### src/rtl/led_ctrl_pkg.sv
// Shared definitions for the LED mode controller: mode encoding and the
// mapping from mode / blink phase to the active-low LED level.
package led_ctrl_pkg;

  localparam logic [1:0] MODE_OFF  = 2'd0;
  localparam logic [1:0] MODE_ON   = 2'd1;
  localparam logic [1:0] MODE_SLOW = 2'd2;
  localparam logic [1:0] MODE_FAST = 2'd3;

  function automatic logic [1:0] next_mode(input logic [1:0] m);
    logic [1:0] n;
    unique case (m)
      MODE_OFF:  n = MODE_ON;
      MODE_ON:   n = MODE_SLOW;
      MODE_SLOW: n = MODE_FAST;
      default:   n = MODE_OFF;
    endcase
    return n;
  endfunction

  function automatic logic is_blink(input logic [1:0] m);
    return (m == MODE_SLOW) || (m == MODE_FAST);
  endfunction

  // LED pin is active-low; a blinking mode is lit while ph is 1.
  function automatic logic led_level(input logic [1:0] m, input logic ph);
    logic lvl;
    unique case (m)
      MODE_OFF:  lvl = 1'b1;
      MODE_ON:   lvl = 1'b0;
      default:   lvl = ~ph;
    endcase
    return lvl;
  endfunction

endpackage

### src/rtl/led_ctrl_key_filter.sv
// Push-button front end: two-flop synchroniser, saturating debounce counter
// and a single registered pulse per accepted press.
module key_filter #(
  parameter int CNT_MAX = 999_999
) (
  input  logic sys_clk,
  input  logic sys_rst,
  input  logic key_in,
  output logic key_flag
);

  localparam int            CW      = $clog2(CNT_MAX + 1);
  localparam logic [CW-1:0] CNT_TOP = CW'(CNT_MAX);
  localparam logic [CW-1:0] CNT_PRE = CW'(CNT_MAX - 1);

  logic          r_sync1;
  logic          r_sync2;
  logic [CW-1:0] r_cnt;
  logic          r_flag;

  always_ff @(posedge sys_clk) begin
    if (sys_rst) begin
      r_sync1 <= 1'b1;
      r_sync2 <= 1'b1;
      r_cnt   <= '0;
      r_flag  <= 1'b0;
    end else begin
      r_sync1 <= key_in;
      r_sync2 <= r_sync1;
      if (r_sync2) begin
        r_cnt <= '0;
      end else if (r_cnt != CNT_TOP) begin
        r_cnt <= r_cnt + CW'(1);
      end
      // Fires only on the single step into saturation, so a long hold gives one pulse.
      r_flag <= !r_sync2 && (r_cnt == CNT_PRE);
    end
  end

  assign key_flag = r_flag;

endmodule

### src/rtl/led_ctrl.sv
// LED mode controller: debounced key presses step OFF -> ON -> SLOW -> FAST,
// with a blink counter driving the registered active-low LED output.
module led_ctrl
  import led_ctrl_pkg::*;
#(
  parameter int CNT_MAX    = 999_999,
  parameter int BLINK_SLOW = 24_999_999,
  parameter int BLINK_FAST = 4_999_999
) (
  input  logic       sys_clk,
  input  logic       sys_rst,
  input  logic       key_in,
  output logic       led_out,
  output logic [1:0] mode,
  output logic       key_flag
);

  localparam int            BW       = $clog2(BLINK_SLOW);
  localparam logic [BW-1:0] SLOW_END = BW'(BLINK_SLOW - 1);
  localparam logic [BW-1:0] FAST_END = BW'(BLINK_FAST - 1);

  logic          w_flag;
  logic [1:0]    r_mode;
  logic [1:0]    w_mode_nxt;
  logic [BW-1:0] r_bcnt;
  logic [BW-1:0] w_bcnt_nxt;
  logic [BW-1:0] w_half_end;
  logic          r_ph;
  logic          w_ph_nxt;
  logic          r_led;
  logic          w_led_nxt;

  key_filter #(
    .CNT_MAX (CNT_MAX)
  ) u_key_filter (
    .sys_clk  (sys_clk),
    .sys_rst  (sys_rst),
    .key_in   (key_in),
    .key_flag (w_flag)
  );

  always_ff @(posedge sys_clk) begin
    if (sys_rst) begin
      r_mode <= MODE_OFF;
    end else begin
      r_mode <= w_mode_nxt;
    end
  end

  always_comb begin
    w_mode_nxt = r_mode;
    if (w_flag) begin
      w_mode_nxt = next_mode(r_mode);
    end
  end

  // A key press takes priority over a blink wrap so every blink mode starts lit.
  always_comb begin
    w_bcnt_nxt = '0;
    w_ph_nxt   = 1'b1;
    w_half_end = (r_mode == MODE_FAST) ? FAST_END : SLOW_END;
    if (!w_flag && is_blink(r_mode)) begin
      if (r_bcnt == w_half_end) begin
        w_bcnt_nxt = '0;
        w_ph_nxt   = ~r_ph;
      end else begin
        w_bcnt_nxt = r_bcnt + BW'(1);
        w_ph_nxt   = r_ph;
      end
    end
  end

  always_ff @(posedge sys_clk) begin
    if (sys_rst) begin
      r_bcnt <= '0;
      r_ph   <= 1'b1;
    end else begin
      r_bcnt <= w_bcnt_nxt;
      r_ph   <= w_ph_nxt;
    end
  end

  always_comb begin
    w_led_nxt = led_level(w_mode_nxt, w_ph_nxt);
  end

  always_ff @(posedge sys_clk) begin
    if (sys_rst) begin
      r_led <= 1'b1;
    end else begin
      r_led <= w_led_nxt;
    end
  end

  assign led_out  = r_led;
  assign mode     = r_mode;
  assign key_flag = w_flag;

endmodule

### config.mk
export PLATFORM = sky130hd
export DESIGN_NAME = led_ctrl
export DESIGN_NICKNAME = d
export VERILOG_FILES = /design/src/rtl/led_ctrl_pkg.sv /design/src/rtl/led_ctrl_key_filter.sv /design/src/rtl/led_ctrl.sv
export SDC_FILE = /design/constraint.sdc
export NUM_CORES = 1
export LEC_CHECK = 0
export CORE_MARGIN = 4
export CORE_UTILIZATION = 49
export DETAILED_ROUTE_END_ITERATION = 6
export PLACE_DENSITY = 0.68
export SLEW_MARGIN = 0
export SYNTH_ARGS = -nofsm -noshare
export SYNTH_HDL_FRONTEND = slang
export SYNTH_SLANG_ARGS = --single-unit
export TNS_END_PERCENT = 10
### constraint.sdc
create_clock -name sys_clk -period 2.6 [get_ports sys_clk]
set_input_delay 0.52 -clock sys_clk [delete_from_list [all_inputs] [get_ports sys_clk]]
set_output_delay 0.52 -clock sys_clk [all_outputs]
set_load 0.1 [all_outputs]
# == Word-level counts from Yosys, hierarchy flattened ==
# Index checks and enable logic that the tools add are counted.
# totals
register_bits,52
input_bits,3
out_inout_bits,4
elab_cells,35
# classes
n_addsub,2
eq_ne,7
muxes,6
n_bitwise,3
n_reduce_logical,9
# op_table
operator,n
25-bit by 1-bit adder with 25-bit output (second input constant),1
25-bit equality test,1
25-bit two-way mux,1
20-bit by 1-bit adder with 20-bit output (second input constant),1
20-bit equality test (second input constant),1
20-bit inequality test (second input constant),1
2-bit one-hot mux with 3 select lines,1
2-bit by 1-bit equality test with 1-bit output (second input constant),2
2-bit equality test (second input constant),2
2-bit logical NOT,2
1-bit inverter,3
3-bit OR reduction,1
1-bit logical AND,2
1-bit logical NOT,2
1-bit two-way mux,2
2-bit two-way mux,1
1-bit one-hot mux with 2 select lines,1
2-bit OR reduction,1
1-bit logical OR,1

# == Logic depth before layout (Yosys ltp) ==
# Gate-level depths: netlist of the first run.
# logic_depth
depth_word,7
ltp_mapped,7
ltp_nobuf,6

# == Modules after synthesis ==
# A second synthesis of the first run with hierarchy kept.
# unflattened
cells_unflattened,268
area_unflattened_um2,2407.3
# modules_own_cells
module,cells_each,instances,area_per_inst_um2,seq_area_each_um2
led_ctrl,152,1,1393.8,580.6
key_filter,116,1,1013.5,460.4

# == Worst setup path after synthesis of the first run ==
# No wires, ideal clock.
# synth_timing
kind,register -> register
from,reg r_mode[0] (netlist: mode[0])
to,reg r_bcnt[2]
path_slack_ns,0.130
synth_period_minus_slack_ns,2.470
t_required_ns,2.467
path_buffers,1
setup_ns,0.133
t_arrival_ns,2.337
stages_incl_launch_ff,6
path_cell_list,dfxtp_1 -> ha_1 -> mux2i_1 -> nor3_1 -> clkbuf_1 -> nor3_1
# synth_via
elab_chain_cells,5
elab_cells_between_ends,8
classes_between,eq/ne: 3; mux: 1; bitwise: 1; reduce/logical: 3
# synth_rtl
element,line_no,source
start: declaration,led_ctrl.sv:23,logic [1:0] r_mode;
start signal: assignment,led_ctrl.sv:46,r_mode <= w_mode_nxt;
"parallel branches: the longest is 4 deep, another holds 25-bit two-way mux",n/a,
3-bit OR reduction (no line) *,n/a,
end signal: assignment,led_ctrl.sv:78,r_bcnt <= w_bcnt_nxt;
end: declaration,led_ctrl.sv:25,logic [BW-1:0] r_bcnt;
# Every way passes the cells marked *.
# A chain may end at the register's enable or synchronous reset.

# == Final worst setup path of the first run ==
# layout_timing
from,reg r_bcnt[0]
to,reg r_bcnt[24]
# layout_via
elab_chain_cells,2
elab_cells_between_ends,3
classes_between,add/sub: 1; eq/ne: 1; reduce/logical: 1
# layout_rtl
element
"parallel branches: the longest is 2 deep, another holds 25-bit by 1-bit adder with 25-bit output"
# Parallel ways; which one is timed is not known.

==> qor.csv, run 1 <==
stage,metric,value,unit
synthesis,syn_area_per_cell,8.95,um^2
final_layout,"commonest non-fill, non-tap cell in the layout",dfxtp_1,
die,Core Region,4850,um^2
final_layout,# nets final,295,
die,Die H,79.6,um
synthesis,main area contributors after synthesis,"dfxtp_1, xor2_1, nand3_1",
synthesis,Post-synth EDFFs,0,
power_and_ir_drop,power density cells,492,nW/um^2
die,# IOs,7,
sta,RSZ-0062 raised after global routing,false,
synthesis,Yosys reg bits,52,
setup_path,"slowest stage cell, crit path",or4_1,
global_route,total track usage,16.2,%
routing,TritonRoute pass-1 iters,4,
setup_path,FF-to-FF Start,r_bcnt[0],
clock_tree,# resized after CTS,0,
routing,DR DRC count,0,
synthesis,fraction of the yosys area taken by sequential cells,41.4,%
clock_tree,number of setup buffers added after CTS,0,
routing,First DRT Iteration DRCs,73,
sta,Slew Limit Fails,0,
global_route,grt ovf,0,
setup_path,critical path type,register to register,
sta,final setup TNS,0,ps
synthesis,"area leader, netlist",dfxtp_1,
die,# rows,25,
clock_tree,Longest Clk Path Bufs,2,
setup_path,crit path from,r_bcnt[0],
sta,period utilization,82.7,%
setup_path,most frequent CP cell,or4_1,
placed_design,Place WS,387,ps
clock_tree,clock-pin slew on the worst setup and hold paths,90,ps
clock_tree,Num CTS Buffers,5,
worst_hold_path,HP Class,register to register,
final_layout,register area,1040,um^2
placed_design,DP HPWL,3330,um
global_route,largest net degree at the start of global routing,18,
routing,vias,2045,
synthesis,fraction of registers with async set/reset,0,%
setup_path,CP Launch Type,register,
final_layout,most frequent cells in the layout,"dfxtp_1, nand3_1, nand2_1, nor3_1, o21ai_0",
die,Initial Utilization,51.9,%
sta,final setup vio count,0,
global_route,initial antenna violation count,0,
final_layout,# fillers,454,
worst_hold_path,HP Start,u_key_filter.r_sync1,
sta,clock tree skew after final layout,10.7,ps
power_and_ir_drop,Pleak,0.791,nW
global_route,first-pass GRT wire length,8290,um
sta,Worst slew margin,66.8,%
final_layout,ant diodes,0,
run_status,status,finished clean,
synthesis,Yosys cell types,41,
synthesis,top-area cell type share of the netlist area,41.4,%
routing,routed wire length,4700,um
clock_tree,"Hold-fix buffers, CTS",0,
clock_tree,CTS sink cnt,52,
clock_tree,TritonCTS clock tree,built,
final_layout,multi-input logic area,1390,um^2
sta,Final min period,2150,ps
synthesis,Syn Nets,290,
synthesis,Synth Cell Area,2510,um^2
routing,WL/cell,13.3,um
synthesis,Most used DFF post-synth,dfxtp_1,
setup_path,crit-path cells,ha_1 > nand4_1 > or4_1 > or4_1 > a211oi_1,
setup_path,critical path data required time,2820,ps
setup_path,CP max FO,9,
setup_path,Critical Path Sink Type,register,
sta,Final Hold Fails,0,
placed_design,gpl congestion,0.768,
sta,Least-Margin Pin Slew,496,ps
setup_path,largest stage delay on the critical path,570,ps
synthesis,Ys Warns,0,
final_layout,area grow syn2layout,8.91,%
placed_design,I/O Buffers,6,
routing,Via density,5.78,
power_and_ir_drop,VDD IR-drop max,0.290,mV
setup_path,worst path arrival time,2370,ps
die,DIE AREA,6340,um^2
routing,antenna-violating nets left,0,
die,DIE WIDTH,79.6,um
sta,f_max,0.465,GHz
sta,final worst slack,449,ps
clock_tree,Clock Latency Late Sink,300,ps
clock_tree,H-tree lvl count,2,
final_layout,share of cells above drive strength 1,10.1,%
synthesis,Gate Count Post-Synth,281,
clock_tree,clk root buf,clkbuf_8,
run,total of max-cap violations,0,
global_route,vias in the first global route,1821,
[through the flow]
step | utilization (%) | hold WS (ps) | total power, W | instances | area (um^2)
CTS | 56.5 | 448 | 0.00137 | 354 | 2740
floorplan | - | 389 | 0.000822 | 281 | 2510
detailed placement | 54.3 | 407 | 0.000827 | 346 | 2630
global placement | 54.3 | 417 | 0.000827 | 346 | 2630
global route | 56.5 | 483 | 0.00141 | 354 | 2740
finish | 56.5 | 442 | 0.00135 | 354 | 2740
[registers in the layout, summed over array words and instances, names as in the netlist]
| name | cells |
|---|---|
| r_bcnt | 25 |
| mode | 2 |
| u_key_filter.r_cnt | 20 |
| u_key_filter.r_sync2 | 1 |
| r_ph | 1 |
| led_out | 1 |
| u_key_filter.r_sync1 | 1 |
| u_key_filter.key_flag | 1 |
[synth_stat cells, types with 11 or more instances]
| library cell | count |
|---|---|
| nand3_1 | 18 |
| nand2_1 | 16 |
| nor2_1 | 11 |
| xor2_1 | 12 |
| or3_1 | 13 |
| or4_1 | 12 |
| dfxtp_1 | 52 |
| a211oi_1 | 12 |
| nor3_1 | 16 |
| clkbuf_1 | 11 |
| o21ai_0 | 14 |
[critical path, delay by kind of cell (launching register included)]
family	cells	cell delay, ps
AOI/OAI and AO/OA	1	220
adders and majority gates	1	300
DFF	1	420
and+or+nand+nor	3	1120
[worst paths after layout]
kind	cells past startpoint	end	slack, ps
worst min-delay path	1	u_key_filter.r_sync2	440
worst max register to register	5	r_bcnt[24]	450
worst min register to register	1	u_key_filter.r_sync2	440
worst max-delay path	5	r_bcnt[24]	450
[routing by layer]
metal  global-route usage (%)  wire length, um
met5                        0                0
met4                     3.61               39
met3                     4.40               93
met2                     24.1             1970
met1                     23.4             2600
[logic make-up after synthesis]
| kind of cell | after synthesis | share of synthesized area [%] |
|---|---|---|
| adder cells (fa/ha/maj) | 6 | 2.98 |
| flip-flops | 52 | 41.4 |
| AO/OA/AOI/OAI | 53 | 13.7 |
| XOR/XNOR | 18 | 6.27 |
| buffers and inverters | 22 | 3.58 |
| multiplexers | 3 | 1.19 |
| AND/OR/NAND/NOR | 127 | 30.8 |
[power breakdown]
part / total (W) / internal [W] / switching [W]
logic: 0.0000100 / 0.00000460 / 0.00000541
clock network: 0.000539 / 0.000286 / 0.000253
registers: 0.000799 / 0.000798 / 0.000000995
total: 0.00135 / 0.00109 / 0.000260
[layout make-up]
| type | instances | area share, % |
|---|---|---|
| inverters | 10 | 1.37 |
| clock buffers | 6 | 2.65 |
| clock inverters | 2 | 1.28 |
| multi-input cells | 207 | 50.7 |
| well taps | 67 | 3.06 |
| repair buffers | 10 | 2.92 |
| flip-flops and latches | 52 | 38.0 |
Power figures use the tool's default switching activity.
==> run 2: changes to the inputs <==
--- a/config.mk
+++ b/config.mk
@@ -8,7 +8,7 @@
 export CORE_MARGIN = 4
 export CORE_UTILIZATION = 49
 export DETAILED_ROUTE_END_ITERATION = 6
-export PLACE_DENSITY = 0.68
+export PLACE_DENSITY = 0.7
 export SLEW_MARGIN = 0
 export SYNTH_ARGS = -nofsm -noshare
 export SYNTH_HDL_FRONTEND = slang
==> constraint.sdc (replaced) <==
create_clock -name sys_clk -period 1.95 [get_ports sys_clk]
set_input_delay 0.39 -clock sys_clk [delete_from_list [all_inputs] [get_ports sys_clk]]
set_output_delay 0.39 -clock sys_clk [all_outputs]
set_load 0.1 [all_outputs]
==> qor.csv, run 2 (synthesis gave the netlist of run 1 again) <==
stage,metric,value,unit
clock_tree,clk root buf,clkbuf_8,
routing,routed wire length,5470,um
die,Die H,79.6,um
sta,period utilization,98.6,%
sta,Worst slew margin,72.0,%
die,# rows,25,
run,total of max-cap violations,0,
setup_path,Critical Path Sink Type,register,
setup_path,CP Launch Type,register,
setup_path,crit path from,r_bcnt[0],
routing,TritonRoute pass-1 iters,6,
routing,WL/cell,14.2,um
sta,RSZ-0062 raised after global routing,true,
global_route,initial antenna violation count,0,
final_layout,share of cells above drive strength 1,24.1,%
clock_tree,H-tree lvl count,2,
setup_path,FF-to-FF Start,r_bcnt[0],
routing,Via density,5.78,
setup_path,"slowest stage cell, crit path",dfxtp_2,
die,DIE AREA,6340,um^2
setup_path,Worst R2R End,r_ph,
global_route,first-pass GRT wire length,9370,um
final_layout,Finished Core Util,62.7,%
die,DIE WIDTH,79.6,um
final_layout,Largest Register,r_bcnt,
run_status,status,finished clean,
clock_tree,Num CTS Buffers,5,
setup_path,crit-path cells,buf_4 > inv_1 > ha_1 > nor4bb_2 > nand4_1 > o31a_1 > or3_1,
clock_tree,clock-pin slew on the worst setup and hold paths,90,ps
clock_tree,CTS sink cnt,52,
power_and_ir_drop,VDD IR-drop max,0.431,mV
routing,vias,2232,
routing,First DRT Iteration DRCs,125,
setup_path,FF-to-FF setup slack,30,ps
global_route,vias in the first global route,2006,
setup_path,critical path data required time,2140,ps
clock_tree,Clock Latency Late Sink,310,ps
placed_design,DP HPWL,3890,um
clock_tree,TritonCTS clock tree,built,
setup_path,FF-to-FF path depth,7,
power_and_ir_drop,Total Power,0.00171,W
setup_path,worst path arrival time,2110,ps
setup_path,critical path type,register to register,
die,Initial Utilization,51.9,%
setup_path,CP endpoint,r_ph,
global_route,grt ovf,0,
placed_design,gpl congestion,0.846,
clock_tree,number of setup buffers added after CTS,0,
sta,Final Hold Fails,0,
placed_design,I/O Buffers,6,
global_route,total track usage,18.5,%
sta,final worst slack,28.1,ps
clock_tree,Longest Clk Path Bufs,2,
worst_hold_path,HP Class,register to register,
sta,Final min period,1920,ps
sta,Slew Limit Fails,0,
final_layout,final cell count without fillers,386,
routing,antenna-violating nets left,0,
global_route,largest net degree at the start of global routing,26,
sta,f_max,0.520,GHz
final_layout,most frequent cells in the layout,"dfxtp_1, buf_4, nand3_1, nand2_1, nor3_1",
placed_design,post-placement cell count,378,
sta,final setup vio count,0,
setup_path,largest stage delay on the critical path,350,ps
placed_design,Place WS,-57.0,ps
final_layout,ant diodes,0,
routing,DR DRC count,0,
sta,Least-Margin Pin Slew,408,ps
power_and_ir_drop,power density cells,563,nW/um^2
final_layout,area grow syn2layout,20.8,%
final_layout,max reg flops,25,
power_and_ir_drop,Pleak,0.960,nW
sta,clock tree skew after final layout,4.73,ps
die,# IOs,7,
setup_path,CP max FO,4,
final_layout,# nets final,327,
die,Core Region,4850,um^2
final_layout,"commonest non-fill, non-tap cell in the layout",dfxtp_1,
## run 2: changes by cell type in the layout (fill, tap and decap cells not counted), sizes merged
cell	delta
clkbuf	+2
bufinv	-1
buf	+32
clkinv	-1
## run 2: stage by stage
stage / TNS [ps] / hold WS, ps / instance area (um^2)
2_1_floorplan: -77.5 / 389 / 2520
3_3_place_gp: 0 / 393 / 2890
3_5_place_dp: -74.1 / 405 / 2890
4_1_cts: 0 / 430 / 3000
5_1_grt: -1380 / 458 / 3040
6_report: 0 / 428 / 3040
## run 2: timing repair
action                                  in CTS  in global routing
gates resized for setup                      7                 10
hold buffers                                 0                  0
endpoints found under the setup margin       8                 28
pin swaps                                    1                  2
## run 2: cell type report
| type | instances | area (um^2) |
|---|---|---|
| clock buffer | 8 | 90.1 |
| fill | 409 | 1810 |
| inverter | 10 | 37.5 |
| multi-input combinational | 207 | 1440 |
| sequential | 52 | 1060 |
| tap | 67 | 83.8 |
| timing repair buffer | 42 | 333 |
## run 2: where the power goes
group | total [W] | internal [W] | switching [W]
registers | 0.00106 | 0.00106 | 0.00000140
logic | 0.0000189 | 0.0000105 | 0.00000833
clock network | 0.000629 | 0.000290 | 0.000339
## run 2: routing by layer
metal | share of wire (%) | track usage [%] | vias to the layer above
met4 | 1.6 | 7.73 | 0
met1 | 51 | 25.5 | 1056
li1 | - | - | 1139
met2 | 44 | 28.4 | 29
met5 | 0 | 0 | -
met3 | 3.7 | 3.39 | 8
## run 2: how the worst min path moves through the flow
stage / slack [ps] / to / start / depth (start not counted)
finish: 430 / u_key_filter.r_sync2 / u_key_filter.r_sync1 / 1
global route: 460 / u_key_filter.r_sync2 / u_key_filter.r_sync1 / 1
CTS: 430 / u_key_filter.r_sync2 / u_key_filter.r_sync1 / 1
detailed placement: 400 / u_key_filter.r_sync2 / u_key_filter.r_sync1 / 1
global placement: 390 / u_key_filter.r_sync2 / u_key_filter.r_sync1 / 1
floorplan: 390 / u_key_filter.r_sync2 / u_key_filter.r_sync1 / 1
## run 2: critical path: cells and delay by family, from the launching register on
| family | cells | cell delay [ps] |
|---|---|---|
| and+or+nand+nor | 3 | 800 |
| DFF | 1 | 350 |
| AOI/OAI and AO/OA | 1 | 310 |
| buffers and inverters | 2 | 180 |
| adders and majority gates | 1 | 160 |
==> run 3: changes to the inputs <==
--- a/config.mk
+++ b/config.mk
@@ -8,7 +8,8 @@
 export CORE_MARGIN = 4
 export CORE_UTILIZATION = 49
 export DETAILED_ROUTE_END_ITERATION = 6
-export PLACE_DENSITY = 0.7
+export DONT_BUFFER_PORTS = 1
+export PLACE_DENSITY = 0.68
 export SLEW_MARGIN = 0
 export SYNTH_ARGS = -nofsm -noshare
 export SYNTH_HDL_FRONTEND = slang
==> qor.csv, run 3 (synthesis gave the netlist of run 1 again) <==
stage,metric,value,unit
setup_path,critical path data required time,2140,ps
routing,WL/cell,14.0,um
setup_path,Worst R2R End,u_key_filter.r_cnt[0],
sta,period utilization,97.9,%
setup_path,FF-to-FF Start,u_key_filter.r_cnt[6],
final_layout,Largest Register,r_bcnt,
clock_tree,clock-pin slew on the worst setup and hold paths,100,ps
routing,Via density,5.80,
global_route,first-pass GRT wire length,9230,um
run_status,status,finished clean,
setup_path,CP max FO,3,
global_route,grt ovf,0,
routing,First DRT Iteration DRCs,127,
die,# rows,25,
sta,clock tree skew after final layout,5.78,ps
routing,vias,2215,
power_and_ir_drop,Total Power,0.00181,W
die,Core Region,4850,um^2
clock_tree,H-tree lvl count,2,
final_layout,ant diodes,0,
die,DIE AREA,6340,um^2
placed_design,I/O Buffers,0,
global_route,vias in the first global route,1986,
placed_design,post-placement cell count,374,
final_layout,share of cells above drive strength 1,25.1,%
sta,Final Hold Fails,0,
worst_hold_path,HP Class,input pin to register,
final_layout,final cell count without fillers,382,
setup_path,FF-to-FF setup slack,40,ps
sta,final setup vio count,0,
run,total of max-cap violations,0,
sta,Least-Margin Pin Slew,562,ps
placed_design,DP HPWL,3780,um
clock_tree,TritonCTS clock tree,built,
worst_hold_path,HP Start,sys_rst,
final_layout,# nets final,323,
die,Initial Utilization,51.9,%
setup_path,critical path type,register to register,
global_route,largest net degree at the start of global routing,18,
setup_path,Critical Path Sink Type,register,
worst_hold_path,Worst Hold Depth,1,
power_and_ir_drop,power density cells,592,nW/um^2
sta,RSZ-0062 raised after global routing,true,
routing,DR DRC count,0,
sta,Worst slew margin,62.4,%
final_layout,max reg flops,25,
sta,f_max,0.524,GHz
clock_tree,CTS sink cnt,52,
clock_tree,Num CTS Buffers,5,
power_and_ir_drop,Pleak,0.972,nW
worst_hold_path,Hold EP,mode[1],
setup_path,FF-to-FF path depth,4,
routing,routed wire length,5340,um
routing,TritonRoute pass-1 iters,4,
routing,antenna-violating nets left,0,
final_layout,area grow syn2layout,21.5,%
sta,Final min period,1910,ps
clock_tree,Clock Latency Late Sink,310,ps
global_route,total track usage,18.1,%
global_route,initial antenna violation count,0,
final_layout,"commonest non-fill, non-tap cell in the layout",dfxtp_1,
clock_tree,Longest Clk Path Bufs,2,
die,# IOs,7,
sta,Slew Limit Fails,0,
setup_path,worst path arrival time,2100,ps
setup_path,CP Launch Type,register,
power_and_ir_drop,VDD IR-drop max,0.323,mV
placed_design,gpl congestion,0.791,
die,Die H,79.6,um
die,DIE WIDTH,79.6,um
clock_tree,clk root buf,clkbuf_8,
final_layout,most frequent cells in the layout,"dfxtp_1, buf_4, nand3_1, nand2_1, nor3_1",
run 3: cell count changes in the layout (fill, tap and decap cells not counted), moves of 2 or more:
cell             change
buf_4                -3
buf_6                +2
clkbuf_1             -2
clkdlybuf4s50_1      -2
run 3: worst max-delay path, stage by stage, from the launching register on:
cell and delay (ps):
dfxtp_1 320, or4b_2 700, or4_4 560, o21ai_1 140, a21oi_1 70
run 3: cell type report:
type,instances,area (um^2)
multi-input cells,207,1470
clock inverters,3,42.5
fillers,415,1790
flip-flops and latches,52,1060
inverters,10,37.5
well taps,67,83.8
clock buffers,5,68.8
repair buffers,38,293
run 3: power by group:
group	total (W)	switching [W]	internal, W	leakage [nW]
sequential	0.00106	0.00000123	0.00106	0.424
clock	0.000740	0.000360	0.000380	0.0541
combinational	0.00000814	0.00000539	0.00000275	0.493
total	0.00181	0.000367	0.00144	0.972
run 3: metrics by stage:
stage | setup WS, ps | hold WS, ps | setup TNS [ps] | instance area, um^2 | util [%]
floorplan | -24.6 | 389 | -77.5 | 2520 | -
global placement | 22.1 | 401 | 0 | 2840 | 58.7
detailed placement | 1.42 | 401 | 0 | 2840 | 58.7
CTS | 4.10 | 118 | 0 | 2960 | 61.1
global route | -27.5 | 106 | -73.6 | 3060 | 63.0
finish | 41.3 | 128 | 0 | 3060 | 63.0
run 3: timing repair:
item,CTS,global route
hold buffers,0,0
endpoints found under the setup margin,8,29
pin swaps,1,6
setup buffers,0,0
gates resized for setup,3,23
run 3: worst max-delay path by stage:
stage | start | end | slack [ps] | cells past startpoint
floorplan | r_bcnt[2] | r_bcnt[23] | -20 | 5
global placement | u_key_filter.r_cnt[6] | u_key_filter.r_cnt[0] | 20 | 4
detailed placement | r_bcnt[5] | r_bcnt[15] | 1 | 5
CTS | u_key_filter.r_cnt[6] | u_key_filter.r_cnt[0] | 4 | 4
global route | r_bcnt[3] | r_bcnt[19] | -30 | 4
finish | u_key_filter.r_cnt[6] | u_key_filter.r_cnt[0] | 40 | 4
run 3: per-layer routing:
layer  vias to the layer above  GRT usage [%]  share of wire (%)
li1                       1128              -                  -
met1                      1055           25.8                 52
met2                        26           27.4                 44
met3                         6           3.95                3.4
met4                         0           5.15                1.1
met5                         -              0                  0
